## src/rtl/univ_reg_pkg.sv

```systemverilog
// univ_reg_pkg: shared constants for the universal register.
//   MODE_W          width of the mode select
//   MODE_HOLD..DEC  mode encodings (fully decoded 3-bit space)
package univ_reg_pkg;

  localparam int unsigned MODE_W = 3;

  localparam logic [MODE_W-1:0] MODE_HOLD = 3'd0;
  localparam logic [MODE_W-1:0] MODE_LOAD = 3'd1;
  localparam logic [MODE_W-1:0] MODE_SHL  = 3'd2;
  localparam logic [MODE_W-1:0] MODE_SHR  = 3'd3;
  localparam logic [MODE_W-1:0] MODE_ROTL = 3'd4;
  localparam logic [MODE_W-1:0] MODE_ROTR = 3'd5;
  localparam logic [MODE_W-1:0] MODE_INC  = 3'd6;
  localparam logic [MODE_W-1:0] MODE_DEC  = 3'd7;

endpackage

```

## src/rtl/univ_reg_dff_en_sync_clear.sv

```systemverilog
// dff_en_sync_clear: single-bit flop with synchronous clear and enable.
//   clock  rising-edge clock
//   clear  synchronous active-high clear to RESET_BIT (beats en)
//   en     load enable
//   d      data in
//   q      registered bit
module dff_en_sync_clear #(
  parameter logic RESET_BIT = 1'b0
) (
  input  logic clock,
  input  logic clear,
  input  logic en,
  input  logic d,
  output logic q
);

  always_ff @(posedge clock) begin
    if (clear) begin
      q <= RESET_BIT;
    end else if (en) begin
      q <= d;
    end
  end

endmodule

```

## src/rtl/univ_reg.sv

```systemverilog
// univ_reg: WIDTH-bit universal register (hold, load, shift, rotate,
// up/down count) with synchronous clear having priority over mode.
//   clock   rising-edge clock
//   clear   synchronous active-high reset, q <= RESET_VALUE, wrap <= 0
//   mode    operation select (see univ_reg_pkg)
//   d       parallel load data
//   sin_l   serial in, enters bit 0 on SHL
//   sin_r   serial in, enters bit WIDTH-1 on SHR
//   q       register contents
//   sout_l  q[WIDTH-1]
//   sout_r  q[0]
//   wrap    registered, high one cycle after an INC/DEC wrap
//   zero    high when q == 0
// All state lives in dff_en_sync_clear instances; this level is decode only.
module univ_reg
  import univ_reg_pkg::*;
#(
  parameter int unsigned           WIDTH       = 8,
  parameter logic [WIDTH-1:0]      RESET_VALUE = '0
) (
  input  logic              clock,
  input  logic              clear,
  input  logic [MODE_W-1:0] mode,
  input  logic [WIDTH-1:0]  d,
  input  logic              sin_l,
  input  logic              sin_r,
  output logic [WIDTH-1:0]  q,
  output logic              sout_l,
  output logic              sout_r,
  output logic              wrap,
  output logic              zero
);

  logic [WIDTH-1:0] q_next;
  logic             q_en;
  logic             wrap_next;

  always_comb begin
    q_next = q;
    case (mode)
      MODE_HOLD: q_next = q;
      MODE_LOAD: q_next = d;
      MODE_SHL:  q_next = {q[WIDTH-2:0], sin_l};
      MODE_SHR:  q_next = {sin_r, q[WIDTH-1:1]};
      MODE_ROTL: q_next = {q[WIDTH-2:0], q[WIDTH-1]};
      MODE_ROTR: q_next = {q[0], q[WIDTH-1:1]};
      MODE_INC:  q_next = q + 1'b1;
      MODE_DEC:  q_next = q - 1'b1;
    endcase
  end

  // Data flops are simply disabled on HOLD; the wrap flop is always
  // enabled so it returns to 0 on every non-wrapping edge.
  assign q_en      = (mode != MODE_HOLD);
  assign wrap_next = ((mode == MODE_INC) && (&q)) ||
                     ((mode == MODE_DEC) && ~(|q));

  for (genvar i = 0; i < WIDTH; i++) begin : g_bit
    dff_en_sync_clear #(
      .RESET_BIT (RESET_VALUE[i])
    ) u_bit (
      .clock (clock),
      .clear (clear),
      .en    (q_en),
      .d     (q_next[i]),
      .q     (q[i])
    );
  end

  dff_en_sync_clear #(
    .RESET_BIT (1'b0)
  ) u_wrap (
    .clock (clock),
    .clear (clear),
    .en    (1'b1),
    .d     (wrap_next),
    .q     (wrap)
  );

  assign sout_l = q[WIDTH-1];
  assign sout_r = q[0];
  assign zero   = ~(|q);

endmodule

```

## config.mk

```make
export PLATFORM = sky130hd
export DESIGN_NAME = univ_reg
export DESIGN_NICKNAME = d
export VERILOG_FILES = /design/src/rtl/univ_reg_pkg.sv /design/src/rtl/univ_reg_dff_en_sync_clear.sv /design/src/rtl/univ_reg.sv
export SDC_FILE = /design/constraint.sdc
export NUM_CORES = 1
export LEC_CHECK = 0
export BUFFER_PORTS_ARGS = -buffer_cell sky130_fd_sc_hd__buf_2
export CELL_PAD_IN_SITES_DETAIL_PLACEMENT = 1
export CELL_PAD_IN_SITES_GLOBAL_PLACEMENT = 1
export CORE_ASPECT_RATIO = 0.75
export CORE_MARGIN = 5
export CORE_UTILIZATION = 34
export CTS_CLUSTER_SIZE = 24
export DETAILED_ROUTE_END_ITERATION = 8
export PLACE_DENSITY = 0.73
export SLEW_MARGIN = 25
export SYNTH_ARGS = -nofsm -noshare
export SYNTH_HDL_FRONTEND = slang
export SYNTH_SLANG_ARGS = --single-unit
```

## constraint.sdc

```tcl
create_clock -name clock -period 2.4 [get_ports clock]
set_input_delay 0.6 -clock clock [delete_from_list [all_inputs] [get_ports clock]]
set_output_delay 0.6 -clock clock [all_outputs]
set_load 0.01 [all_outputs]
```

==> impl_metrics.tcl <==
set metrics [dict create \
    grt_usage 0.166 \
    timing.max_slew.rel_slack 0.692 \
    synthDistinctLibCells 52 \
    yosysWarnings 0 \
    grt_pass1_vias 1089 \
    max_cap_violations 0 \
    wire_per_inst_um 17.1 \
    critical_setup_path_class "reg2out" \
    setup_repair_after_global_routing_missed_its_margin "no" \
    pwr-share-clk 0.323 \
    p_int_w 0.000374 \
    final_antenna_net_count 0 \
    reg2reg_from "g_bit[1].u_bit.q" \
    layout_common_cells "26 x sky130_fd_sc_hd__buf_2, 12 x sky130_fd_sc_hd__nor2_1, 9 x sky130_fd_sc_hd__dfxtp_1" \
    area.growth.synth_to_final_pct 14.0 \
    placement.cell_area_mm2 0.00113 \
    fin_worst_hold_slack_ps 612 \
    setup.worst_path.end_class "primary output" \
    clock_path_buffers 2 \
    comb_power_share 0.336 \
    globalRouteOverflowTotal 0 \
    timing_max_transition_violations_final 0 \
    outcome "complete, no violations" \
    ir_worst_vdd_mv 0.204 \
    p_sw_w 0.000207 \
    setup-tns-final_ps 0 \
    worstPathMaxFanout 12 \
    ctsHtreeMaxLevel 1 \
    floorplan.io_pins 27 \
    finalNonFillerCells 183 \
    finish.net_count 162 \
    worst_skew_pair.late_latency_ps 240 \
    drt-total-wl_mm 3.13 \
    final-hold-violation-count 0 \
    floorplan.initialDensity 0.353 \
    antennaDiodeCount 0 \
    worst_ep_required_time_ps 1800 \
    switching_fraction_of_total_power 0.356 \
    design.core.area_mm2 0.00291 \
    final.setup_skew_ps 5.28 \
    final_common_cell "sky130_fd_sc_hd__buf_2" \
    cts_tree "done" \
    min_period_ps 2200 \
    place.gp.congestion 0.849 \
    grt_max_degree 26 \
    sequentialPowerShare 0.342 \
    row_count 17 \
    mean_instance_size_in_the_synthesized_netlist_um2 8.04 \
    power.density_cell_area_mw_per_mm2 495 \
    synth_cells 128 \
    worst_pin_slew_ps 457 \
    i_o_buffers 26 \
    worstPathArrival_ps 1600 \
    finish.instance_area_mm2 0.00117 \
    holdCritPathClass "reg2reg" \
    cts_repair_resize_count 0 \
    max_clock_freq_ghz 0.454 \
    yosysSeqAreaShare 0.175 \
    layout_utilization 0.402 \
    cpMaxStageDelayCell "sky130_fd_sc_hd__nor4_1" \
    floorplan.die.height_um 57.6 \
    power_leakage_nw 0.496 \
    crit_path_start "g_bit[1].u_bit.q" \
    reg_clk_slew_reported_paths_ps 50 \
    remaining_drc_errors 0 \
    cts_sinks 9 \
    initial_antenna_violation_count 0 \
    number_of_optimization_iterations_in_the_first_detailed_route_pass 4 \
    layout.filler_cells 365 \
    dpl.hpwl_mm 2.36 \
    final.period_utilization 0.917 \
    synth_top_flop_cell "sky130_fd_sc_hd__dfxtp_1" \
    critical-path-max-stage-delay_ps 510 \
    die_width_um 73.5 \
    post_cts_buffers 0 \
    fp.dieArea_mm2 0.00424 \
    cts_hold_buffers 0 \
    dr.first_iter.drc_count 73 \
    synthesized_flop_and_latch_total 9 \
    worst_setup_path_start_kind "flop" \
    route.detailed.vias_per_inst 5.68 \
    path_cells "nor4_1 > nand3b_1 > nor2_1 > buf_2" \
    holdCritStartpoint "g_bit[5].u_bit.q" \
    numCtsBuffers 3 \
    vias 1039 \
    synth_edf_count 0 \
    placedCellCount 179 \
    clock_tree.root_cell "sky130_fd_sc_hd__clkbuf_8" \
    drive_gt1_frac 0.331 \
    asyncSetResetFlopFracSynth 0 \
    postSynthNetCount 144 \
    grt_pass1_wl_mm 5.53 \
    setup_viol_count_final 0 \
    synth.cell_area_mm2 0.00103 \
]
==> power by group through the flow <==
stage	logic (W)	clock network, W	registers [W]
5_1_grt	0.000217	0.000204	0.000204
3_3_place_gp	0.000190	0	0.000199
6_report	0.000195	0.000187	0.000198
4_1_cts	0.000196	0.000194	0.000198
3_5_place_dp	0.000194	0	0.000201
2_1_floorplan	0.000167	0	0.000183
==> worst max-delay path, delay by kind of cell, from the launching register on <==
kind | cells | cell delay, ps
buf+inv | 1 | 130
simple gates | 3 | 780
flops | 1 | 450
==> synth_stat cells, types with 3 or more instances <==
cell / n / area (µm²)
sky130_fd_sc_hd__o21ai_0: 3 / 15.0
sky130_fd_sc_hd__and3_1: 4 / 25.0
sky130_fd_sc_hd__buf_4: 9 / 67.6
sky130_fd_sc_hd__mux2_2: 3 / 33.8
sky130_fd_sc_hd__mux2i_1: 7 / 70.1
sky130_fd_sc_hd__nor3_1: 4 / 20.0
sky130_fd_sc_hd__nand3_1: 3 / 15.0
sky130_fd_sc_hd__nor2b_1: 3 / 18.8
sky130_fd_sc_hd__dfxtp_1: 9 / 180
sky130_fd_sc_hd__inv_1: 4 / 15.0
sky130_fd_sc_hd__nand3b_1: 4 / 30.0
sky130_fd_sc_hd__o22ai_1: 5 / 31.3
sky130_fd_sc_hd__nor2_1: 12 / 45.0
sky130_fd_sc_hd__a21oi_1: 6 / 30.0
sky130_fd_sc_hd__clkbuf_1: 5 / 18.8
==> flip-flops by register name (all words and copies together), names as in the netlist <==
register / flops
g_bit.u_bit.q: 8
u_wrap.q: 1
==> final timing paths <==
kind | cells past startpoint | to | slack, ps
min | 2 | g_bit[5].u_bit.q | 610
max | 4 | zero | 200
min reg2reg | 2 | g_bit[5].u_bit.q | 610
max reg2reg | 6 | g_bit[6].u_bit.q | 420
==> logic make-up (layout without fill, tap and decap cells) <==
logic type / after synthesis / after routing / share of synthesized area
AOI/OAI and AO/OA: 32 / 32 / 0.245
and+or+nand+nor: 50 / 50 / 0.307
adders and majority gates: 1 / 1 / 0.0122
DFF: 9 / 9 / 0.175
buffers and inverters: 23 / 40 / 0.135
muxes: 10 / 10 / 0.101
xor gates and xnor gates: 3 / 3 / 0.0256
==> stage by stage <==
stage | setup WS [ps] | power [W]
2_1_floorplan | 8.79 | 0.000350
3_3_place_gp | 279 | 0.000390
3_5_place_dp | 184 | 0.000395
4_1_cts | 237 | 0.000588
5_1_grt | 99.1 | 0.000625
6_report | 199 | 0.000581
==> layer usage <==
layer / share of wire / track usage / up-vias
met5: 0 / 0 / -
met4: 0.018 / 0.0543 / 0
met3: 0.078 / 0.0416 / 7
met2: 0.46 / 0.247 / 38
met1: 0.44 / 0.233 / 485
li1: - / - / 509
==> layout make-up <==
type,count,area [µm²],area share
flip-flops and latches,9,180,0.154
well taps,38,47.5,0.0406
inverters,4,15.0,0.0128
clock buffers,4,45.0,0.0384
multi-input cells,96,709,0.605
repair buffers,32,175,0.149
Power figures use the tool's default switching activity.
